## src/rtl/fifo_wr_ctrl.sv

```systemverilog
// FIFO write-side burst controller: waits for an empty FIFO, settles, then
// streams an incrementing data pattern until full, MAX_BURST or disable.
module fifo_wr_ctrl #(
  parameter int DATA_W     = 8,
  parameter int SETTLE_CYC = 3,
  parameter int MAX_BURST  = 255
) (
  input  logic              clk,
  input  logic              rst_n,
  input  logic              wr_enable,
  input  logic              fifo_empty_flag,
  input  logic              fifo_full_flag,
  output logic              fifo_wr_flag,
  output logic [DATA_W-1:0] fifo_wr_data,
  output logic [7:0]        burst_cnt,
  output logic              burst_done,
  output logic              busy
);

  localparam int unsigned SET_W       = (SETTLE_CYC < 2) ? 1 : $clog2(SETTLE_CYC + 1);
  localparam int unsigned SETTLE_LAST = (SETTLE_CYC > 0) ? SETTLE_CYC - 1 : 0;
  localparam logic [7:0]  MAX_B       = 8'(MAX_BURST);

  typedef enum logic [1:0] {
    IDLE   = 2'd0,
    SETTLE = 2'd1,
    WRITE  = 2'd2,
    DONE   = 2'd3
  } state_t;

  state_t              state_q, state_d;
  logic [SET_W-1:0]    settle_q, settle_d;
  logic [DATA_W-1:0]   data_q, data_d;
  logic [7:0]          bcnt_q, bcnt_d;
  logic                wr_flag_d;
  logic [DATA_W-1:0]   wr_data_d;
  logic                done_d;
  logic                busy_d;
  logic                issue_write;

  always_ff @(posedge clk or negedge rst_n) begin
    if (!rst_n) begin
      state_q      <= IDLE;
      settle_q     <= '0;
      data_q       <= '0;
      bcnt_q       <= '0;
      fifo_wr_flag <= 1'b0;
      fifo_wr_data <= '0;
      burst_done   <= 1'b0;
      busy         <= 1'b0;
    end else begin
      state_q      <= state_d;
      settle_q     <= settle_d;
      data_q       <= data_d;
      bcnt_q       <= bcnt_d;
      fifo_wr_flag <= wr_flag_d;
      fifo_wr_data <= wr_data_d;
      burst_done   <= done_d;
      busy         <= busy_d;
    end
  end

  assign burst_cnt = bcnt_q;

  // Write decisions are made one edge ahead so the registered strobe lands
  // in the first WRITE cycle and stops the cycle after full/limit/disable.
  always_comb begin
    state_d     = state_q;
    settle_d    = settle_q;
    data_d      = data_q;
    bcnt_d      = bcnt_q;
    wr_data_d   = fifo_wr_data;
    issue_write = 1'b0;

    case (state_q)
      IDLE: begin
        if (wr_enable && fifo_empty_flag && !fifo_full_flag) begin
          state_d  = SETTLE;
          settle_d = '0;
          bcnt_d   = '0;
          data_d   = '0;
        end
      end
      SETTLE: begin
        if (fifo_full_flag) begin
          state_d = DONE;
        end else if (settle_q == SET_W'(SETTLE_LAST)) begin
          state_d     = WRITE;
          issue_write = (bcnt_q < MAX_B);
        end else begin
          settle_d = settle_q + SET_W'(1);
        end
      end
      WRITE: begin
        if (fifo_full_flag || !wr_enable || (bcnt_q >= MAX_B)) begin
          state_d = DONE;
        end else begin
          issue_write = 1'b1;
        end
      end
      DONE: begin
        state_d = IDLE;
      end
      default: begin
        state_d = IDLE;
      end
    endcase

    wr_flag_d = issue_write;
    if (issue_write) begin
      wr_data_d = data_q;
      data_d    = data_q + DATA_W'(1);
      bcnt_d    = (bcnt_q < MAX_B) ? bcnt_q + 8'd1 : MAX_B;
    end

    done_d = (state_d == DONE);
    busy_d = (state_d != IDLE);
  end

  a_wr_only_in_write: assert property (@(posedge clk) disable iff (!rst_n)
    fifo_wr_flag |-> (state_q == WRITE));

  a_cnt_saturates: assert property (@(posedge clk) disable iff (!rst_n)
    bcnt_q <= MAX_B);

endmodule

```

## config.mk

```make
export PLATFORM = sky130hd
export DESIGN_NAME = fifo_wr_ctrl
export DESIGN_NICKNAME = d
export VERILOG_FILES = /design/src/rtl/fifo_wr_ctrl.sv
export SDC_FILE = /design/constraint.sdc
export NUM_CORES = 1
export LEC_CHECK = 0
export ABC_CLOCK_PERIOD_IN_PS = 2700
export CORE_MARGIN = 8
export CORE_UTILIZATION = 56
export CTS_CLUSTER_DIAMETER = 120
export DETAILED_ROUTE_END_ITERATION = 7
export PLACE_DENSITY = 0.91
export SYNTH_ARGS = -nofsm -noshare
export SYNTH_HDL_FRONTEND = slang
export SYNTH_SLANG_ARGS = --single-unit
```

## constraint.sdc

```tcl
create_clock -name clk -period 2.7 [get_ports clk]
set_input_delay 0.54 -clock clk [delete_from_list [all_inputs] [get_ports clk]]
set_output_delay 0.54 -clock clk [all_outputs]
set_load 0.01 [all_outputs]
```

==> results.toml, run 1 <==
[status]
status = "completed"

[logic_synthesis]
ys_ff_latch = 31
synth.area.top_cells = "dfrtp_1 (49%), nand2_1 (8.1%), ha_1 (5.6%)"
ys_seq_area_share_pct = 49.44
synth_edf_count = 0
synth_warnings = 0
yosys.area.top_type_share_pct = 49.44
syn_area_per_cell_um2 = 9.567
synth-main-ff-cell = "dfrtp_1"
netlist_area_mm2 = 0.001569
netlist_instances = 164
synth_nets = 176
ys_types = 37
synth_largest_area_cell = "dfrtp_1"
synthArstFlopShare_pct = 100.0

[floorplan]
die-area_mm2 = 0.004751
rows = 19
start_util_pct = 57.89
io_pins = 24
core_mm2 = 0.002710
dieWidth_um = 68.93
die_height_um = 68.93

[worst_setup_path]
slowest_stage = "a21oi_1"
path_max_fanout = 20
crit_arrival_ns = 2.45
critical_path_class = "flop to flop"
required_ns = 2.97
cp_cell_sequence = "inv_1 > ha_1 > a22o_1 > o211ai_2 > inv_2 > a21oi_1 > a211o_1"
critPathCaptureType = "flop"
cpPeakStageDelay_ns = 0.49
start_kind = "flop"
r2r_slack_ns = 0.52

[global_routing]
grt_pass1_vias = 1281
grt_max_degree = 32
gr-total-overflow = 0
antenna_found_initial = 0
grt_pass1_wl_um = 5658
track_usage_pct = 15.62

[clock_network]
clock-root-buffer = "clkbuf_4"
cts.sinks = 31
cts.clk_slew.worst_paths_ns = 0.09
cts_tree = "yes"
ctsResizeCount = 0
ctsHtreeMaxLevel = 2
cts_buffer_depth = 2
cts_hold_buf = 0
clock_latency_ns = 0.33
cts_buffers = 5
cts_setup_buffers = 0

[timing]
finalCriticalPeriod_ns = 2.176
fin_crit_sh_pct = 80.58
rsz0062_at_grt = "no"
worstMarginPinSlew_ns = 0.5566
fin_setup_tns_ns = 0
max_slew_margin_pct = 62.90
finalMaxSlewViolations = 0
finalHoldViolCount = 0
clock-skew-final_ns = 0.002305
fmax_mhz = 459.6
final-setup-viol-count = 0

[layout]
fill_cells = 209
layout_common_cells = "nand2_1 (34), dfrtp_1 (31), clkdlybuf4s50_1 (23), nand3_1 (14), and3_1 (11)"
area_growth_syn_to_layout_pct = 20.65
final_common_cell = "nand2_1"
drive_gt1_share_pct = 6.250
post-route-util_pct = 69.85
seqCellArea_um2 = 775.7
layout.nets = 203
multi_input_area_um2 = 745.7
num_antenna_cells = 0

[drt]
via_per_inst = 5.834
wire_per_inst_um = 14.53
drc = 0
dr.pass1.iters = 4
num_vias = 1301
wirelength_um = 3240
ant_nets = 0
drt_iter0_drc = 123

[min_path]
min_path_type = "flop to flop"

[power_and_ir_drop]
leakagePower_nw = 0.9661
power.density_mw_per_mm2 = 744.6
peakVddDrop_mv = 0.6264

[placed_design]
dpl.hpwl_um = 2285
gp_congestion = 0.8380
io_buffer_count = 23

[run]
max-cap-violations = 0
-- cell families (layout without fill, tap and decap cells) --
family,Yosys count,after routing,synth area share (%)
and+or+nand+nor,81,81,26.00
DFF,31,31,49.44
buffers and inverters,10,38,3.030
adders and majority gates,7,7,5.582
xor gates and xnor gates,2,2,1.117
AOI/OAI and AO/OA,33,33,14.83
-- where the power goes --
group | switching (W) | internal (W)
combinational | 0.000255 | 0.000222
clock | 0.000153 | 0.000153
sequential | 0.0000765 | 0.000550
total | 0.000485 | 0.000925
-- stage by stage --
stage | std cells | hold WS [ns] | worst slack, ns | instance area [µm²] | power (W)
2_1_floorplan | 164 | 0.2444 | 0.8389 | 1569 | 0.0009343
4_1_cts | 223 | 0.4857 | 0.5339 | 1893 | 0.001424
3_5_place_dp | 215 | 0.4642 | 0.3362 | 1824 | 0.001113
3_3_place_gp | 215 | 0.4577 | 0.4494 | 1824 | 0.001082
5_1_grt | 223 | 0.5049 | 0.3702 | 1893 | 0.001524
6_report | 223 | 0.4813 | 0.5243 | 1893 | 0.001410
-- registers in the layout, indices dropped and copies added, names as in the netlist --
register and cells:
burst_cnt 8, fifo_wr_data 8, settle_q 2, data_q 8
state_q 2, burst_done 1, fifo_wr_flag 1, busy 1
-- synth_stat cells, types with 2 or more instances --
cell type  number
nand2_1        34
dfrtp_1        31
nand3_1        14
and3_1         11
o21ai_0         9
ha_1            7
a211o_1         6
nor3_1          6
a21oi_1         4
inv_1           4
nand2b_1        3
o211ai_1        3
a21o_1          2
buf_2           2
clkbuf_1        2
nor2b_1         2
nor3b_1         2
o31a_1          2
xor2_1          2
-- layer usage --
| layer | GRT usage (%) | vias to the layer above | share of wire (%) |
|---|---|---|---|
| met5 | 0 | - | 0 |
| met4 | 7.519 | 0 | 2.0 |
| met3 | 5.654 | 8 | 6.4 |
| met2 | 26.01 | 37 | 48 |
| met1 | 17.33 | 615 | 44 |
| li1 | - | 641 | - |
-- area by class of cell --
cell class | count | area share, %
clock buffers | 8 | 3.635
inverters | 5 | 0.9914
multi-input cells | 123 | 39.39
flip-flops and latches | 31 | 40.98
well taps | 31 | 2.049
repair buffers | 25 | 12.95
-- path summary, 6_finish.rpt --
path | end | cells past startpoint | start
worst max register to register | burst_cnt[5] | 7 | state_q[1]
worst min register to register | fifo_wr_data[2] | 2 | fifo_wr_data[2]
min in group asynchronous | data_q[1] | 2 | rst_n
max in group asynchronous | data_q[7] | 2 | rst_n
worst max-delay path | burst_cnt[5] | 7 | state_q[1]
worst min-delay path | fifo_wr_data[2] | 2 | fifo_wr_data[2]
-- worst max-delay path, delay by kind of cell, from the launching register on --
family | cells | cell delay (ns)
AO/OA/AOI/OAI | 4 | 1.12
adder cells (fa/ha/maj) | 1 | 0.27
buffers and inverters | 2 | 0.30
flip-flops | 1 | 0.42
Note: power is estimated with default switching activity, not from simulation.
==> inputs of run 2 (changes only) <==
Settings changed: ABC_CLOCK_PERIOD_IN_PS 2700 to 1900, CORE_UTILIZATION 56 to 48, PLACE_DENSITY 0.91 to 0.84.
Clock period 2.7 ns to 1.9 ns, I/O delays scaled along.
==> run 2 against run 1 <==
  * Setup slack worse by 0.49 ns
  * Combinational power up 92%
  * Routed wire length up 13%
  * Sequential share of layout area shrank 4.0 points
  * Critical path type unchanged
  * Critical endpoint unchanged
  * Highest routed layer unchanged
==> results.toml, run 2 (synthesis gave the netlist of run 1 again) <==
[timing]
finalMaxSlewViolations = 0
clock-skew-final_ns = 0.004231
holdWs_ns = 0.4203
fin_crit_sh_pct = 98.02
finalHoldViolCount = 0
setup_ws_ns = 0.03758
max_slew_margin_pct = 69.91
finalCriticalPeriod_ns = 1.862
fmax_mhz = 536.9
worstMarginPinSlew_ns = 0.4513
final-setup-viol-count = 0

[worst_setup_path]
crit_arrival_ns = 2.10
r2r_slack_ns = 0.04
critical_path_class = "flop to flop"
rr_worst_depth = 7
timing.rr.start = "state_q[0]"
critPathCaptureType = "flop"
r2r-end = "burst_cnt[5]"
start_kind = "flop"
path_max_fanout = 5
required_ns = 2.14

[layout]
area_growth_syn_to_layout_pct = 33.65
drive_gt1_share_pct = 17.56
layout.nets = 216
fill_cells = 246
num_antenna_cells = 0
layout_common_cells = "nand2_1 (34), dfrtp_1 (31), clkdlybuf4s50_1 (23), nand3_1 (14), buf_4 (12)"
final_common_cell = "nand2_1"

[power_and_ir_drop]
clockPowerShare_pct = 23.3
peakVddDrop_mv = 0.7080
p_sw_share_pct = 33.80
leakagePower_nw = 1.040
internal_power_w = 0.001563
p_seq_share_pct = 38.0
power.density_mw_per_mm2 = 1126
share_comb_of_total_power_pct = 38.8
switchingPower_w = 0.0007979

[clock_network]
cts.sinks = 31
cts_tree = "yes"
ctsHtreeMaxLevel = 2
cts_buffer_depth = 2
cts_hold_buf = 0
clock_latency_ns = 0.34
clock-root-buffer = "clkbuf_4"
cts.clk_slew.worst_paths_ns = 0.10
cts_buffers = 5

[floorplan]
io_pins = 24
rows = 20
die_height_um = 73.18
core_mm2 = 0.003078
dieWidth_um = 73.18
start_util_pct = 50.98
die-area_mm2 = 0.005355

[drt]
num_vias = 1362
met2_length_um = 1831
wire_per_inst_um = 14.72
ant_nets = 0
via_per_inst = 5.470
drc = 0
wl_met1_um = 1503
dr_wl_met3_um = 237
wirelength_um = 3665
dr.pass1.iters = 4
routed.top_layer = "met4"
drt_iter0_drc = 98

[global_routing]
grt_max_degree = 32
antenna_found_initial = 0
grt_pass1_wl_um = 5878
grt_pass1_vias = 1338
gr-total-overflow = 0
track_usage_pct = 14.09

[placed_design]
dpl.hpwl_um = 2481
dp_worst_setup_slack_ns = -0.1380
gp_congestion = 0.8316
io_buffer_count = 23

[status]
status = "completed"

[min_path]
min_path_type = "primary input to async pin"

[run]
max-cap-violations = 0
-- run 2: changes by cell type in the layout (fill, tap and decap cells not counted), sizes merged --
cell	previous run	this run
clkinvlp	0	1
bufinv	0	1
clkbuf	8	6
buf	2	14
clkinv	0	1
-- run 2: worst max path at each step --
stage | from | endpoint | slack, ns | cells after the start
2_1_floorplan | state_q[0] | busy | 0.04 | 7
3_3_place_gp | fifo_full_flag | busy | -0.08 | 5
3_5_place_dp | fifo_full_flag | busy | -0.14 | 5
4_1_cts | state_q[0] | burst_cnt[7] | 0.01 | 6
5_1_grt | state_q[0] | burst_cnt[5] | -0.02 | 7
6_report | state_q[0] | burst_cnt[5] | 0.04 | 7
-- run 2: worst max-delay path: stages, from the launching register on --
cell,delay (ns)
dfrtp_1,0.45
inv_2,0.08
ha_1,0.31
nor2b_4,0.15
o211ai_4,0.14
clkinvlp_4,0.20
and3_4,0.20
a211o_1,0.22
-- run 2: routing by layer --
layer / global-route usage, % / vias up
li1: - / 665
met1: 14.72 / 654
met2: 23.73 / 34
met3: 5.357 / 9
met4: 7.778 / 0
met5: 0 / -
-- run 2: final cells by class --
type                    instances  area [µm²]  share of cell area [%]
multi-input cells             123       810.8                   38.66
flip-flops and latches         31       775.7                   36.99
repair buffers                 37       342.8                   16.35
well taps                      44       55.05                   2.625
clock buffers                   6       51.30                   2.446
clock inverters                 2       35.03                   1.671
inverters                       5       18.77                  0.8950
repair inverters                1       7.507                  0.3580
-- run 2: repair_timing --
action / 4_1_cts / 5_1_grt
endpoints found under the setup margin: 7 / 10
gates resized for setup: 1 / 16
gates cloned: 0 / 1
pin swaps: 0 / 3
setup buffers: 0 / 4
-- run 2: power groups by stage --
stage                     Combinational, W  Clock [W]  Sequential (W)
after floorplan                   0.000419          0        0.000908
after global placement            0.000711          0        0.000887
after detailed placement          0.000745          0        0.000895
after CTS                         0.000752   0.000561        0.000886
after global routing               0.00101   0.000591        0.000908
final                             0.000915   0.000549        0.000896
-- run 2: per-stage QoR --
stage                     total power, W  TNS (ns)  cells  instance area, µm²  util [%]
after floorplan                 0.001328         0    164                1569         -
after global placement          0.001598   -0.2149    236                1901     61.75
after detailed placement        0.001640    -1.051    236                1901     61.75
after CTS                       0.002199         0    244                1991     64.67
after global routing            0.002504  -0.02459    249                2097     68.13
final                           0.002361         0    249                2097     68.13
==> inputs of run 3 (changes only) <==
Settings changed: CORE_MARGIN 8 to 3, GPL_TIMING_DRIVEN from default to 0.
==> run 3 against run 2 <==
  * Global-route usage up 4.7 points
  * Sequential power up 0.9%
  * Combinational power down 5.5%
  * Via count down 0.73%
  * Cell area down 3.7%
  * Utilization down 2.5 points
  * First-iteration DRC count down 40%
  * Clock power down 29%
==> results.toml, run 3 (synthesis gave the netlist of run 1 again) <==
[status]
status = "completed"

[worst_setup_path]
rr_worst_depth = 8
cp_cell_sequence = "buf_4 > ha_2 > a22o_1 > o211ai_4 > inv_2 > buf_6 > and3_1 > a211o_1"
critPathCaptureType = "flop"
slowest_stage = "dfrtp_1"
r2r_slack_ns = 0.06
crit_end = "data_q[7]"
cpPeakStageDelay_ns = 0.41
crit_arrival_ns = 2.07
crit_family = "compound AO/OA/AOI/OAI gates"
timing.rr.start = "state_q[1]"
crit_buf_inv = 3
setup.worst_path.start = "state_q[1]"
crit_cells = 8
critical_path_class = "flop to flop"
r2r-end = "data_q[7]"
required_ns = 2.13
start_kind = "flop"
path_max_fanout = 10

[clock_network]
ctsHtreeMaxLevel = 2
cts.clk_slew.worst_paths_ns = 0.10
cts_tree = "yes"
clock_latency_ns = 0.34
clock-root-buffer = "clkbuf_4"
cts_hold_buf = 0
cts.sinks = 31
cts_buffer_depth = 2
cts_buffers = 5

[power_and_ir_drop]
total_power_w = 0.002159
switchingPower_w = 0.0007631
p_seq_share_pct = 41.8
peakVddDrop_mv = 0.5848
leakagePower_nw = 0.9940
internal_power_w = 0.001396
share_comb_of_total_power_pct = 40.1
clockPowerShare_pct = 18.1
power.density_mw_per_mm2 = 1069
p_sw_share_pct = 35.34

[placed_design]
io_buffer_count = 23
dpl.hpwl_um = 2281
gp_congestion = 0.8387

[floorplan]
start_util_pct = 50.98
dieWidth_um = 63.18
rows = 20
die_height_um = 63.18
die-area_mm2 = 0.003991
core_mm2 = 0.003078
io_pins = 24

[layout]
final_common_cell = "nand2_1"
num_antenna_cells = 0
layout.nets = 212
drive_gt1_share_pct = 16.50
layout_common_cells = "nand2_1 (34), dfrtp_1 (29), clkdlybuf4s50_1 (22), nand3_1 (14), and3_1 (11)"
area_growth_syn_to_layout_pct = 28.71
post-route-util_pct = 65.61
fill_cells = 261

[global_routing]
grtUsageMet2_pct = 33.99
grt_pass1_vias = 1362
gr-total-overflow = 0
grt_busiest_layer = "met2"
met3_usage_pct = 5.704
antenna_found_initial = 0
track_usage_pct = 18.84
globalRouteMet1Util_pct = 20.92
grt_max_degree = 32
grt_pass1_wl_um = 5927

[timing]
finalMaxSlewViolations = 0
fin_crit_sh_pct = 96.69
max_slew_margin_pct = 54.61
finalCriticalPeriod_ns = 1.837
worstMarginPinSlew_ns = 0.6809
finalHoldViolCount = 0
fmax_mhz = 544.3
holdWs_ns = 0.07281
clock-skew-final_ns = 0.01240
final-setup-viol-count = 0

[drt]
dr.pass1.iters = 4
drt_iter0_drc = 59
num_vias = 1352
wirelength_um = 3331
ant_nets = 0
drc = 0
wire_per_inst_um = 13.65
via_per_inst = 5.541

[run]
max-cap-violations = 0

[min_path]
min_path_type = "primary input to async pin"
[run 3: how the worst min path moves through the flow]
stage | depth (start not counted) | startpoint | slack, ns | end
global placement | 2 | fifo_wr_data[0] | 0.46 | fifo_wr_data[0]
detailed placement | 2 | fifo_wr_data[0] | 0.46 | fifo_wr_data[0]
floorplan | 0 | rst_n | 0.08 | burst_cnt[0]
global route | 1 | rst_n | 0.10 | burst_cnt[1]
CTS | 2 | fifo_wr_data[0] | 0.48 | fifo_wr_data[0]
finish | 1 | rst_n | 0.07 | burst_cnt[1]
[run 3: cell type report]
type	instances	area, µm²	share of cell area (%)
multi-input cells	123	808.3	40.02
flip-flops and latches	31	778.2	38.54
repair buffers	30	277.8	13.75
well taps	44	55.05	2.726
clock buffers	6	51.30	2.540
plain buffers	4	25.02	1.239
inverters	5	18.77	0.9294
clock inverters	1	5.005	0.2478
[run 3: per-layer routing]
| layer | vias up | wire (µm) |
|---|---|---|
| met5 | - | 0 |
| met2 | 37 | 1710 |
| met4 | 0 | 48 |
| li1 | 662 | - |
| met3 | 7 | 206 |
| met1 | 646 | 1366 |
[run 3: worst reg2reg max path, stage by stage (launching register included)]
cell	delay, ns
dfrtp_1	0.41
buf_4	0.16
ha_2	0.17
a22o_1	0.23
o211ai_4	0.14
inv_2	0.08
buf_6	0.14
and3_1	0.16
a211o_1	0.26
[run 3: what timing repair did]
| item | in CTS | in global routing |
|---|---|---|
| pin swaps | 1 | 2 |
| resized for setup | 6 | 10 |
| buffers inserted | 4 | 3 |
| endpoints found under the setup margin | 22 | 19 |
[run 3: power groups by stage]
stage / registers [W] / logic (W) / clock network, W
final: 0.000904 / 0.000865 / 0.000391
after global routing: 0.000922 / 0.000961 / 0.000442
after CTS: 0.000884 / 0.000806 / 0.000403
after detailed placement: 0.000904 / 0.000696 / 0
after global placement: 0.000894 / 0.000652 / 0
after floorplan: 0.000908 / 0.000419 / 0
[run 3: through the flow]
step / cells / worst slack [ns] / instance area [µm²] / TNS [ns]
finish: 244 / 0.06293 / 2019 / 0
global route: 244 / -0.004190 / 2019 / -0.005859
global placement: 231 / -0.1436 / 1854 / -2.812
floorplan: 164 / 0.03889 / 1569 / 0
detailed placement: 231 / -0.1903 / 1854 / -5.424
CTS: 241 / 0.001951 / 1967 / 0
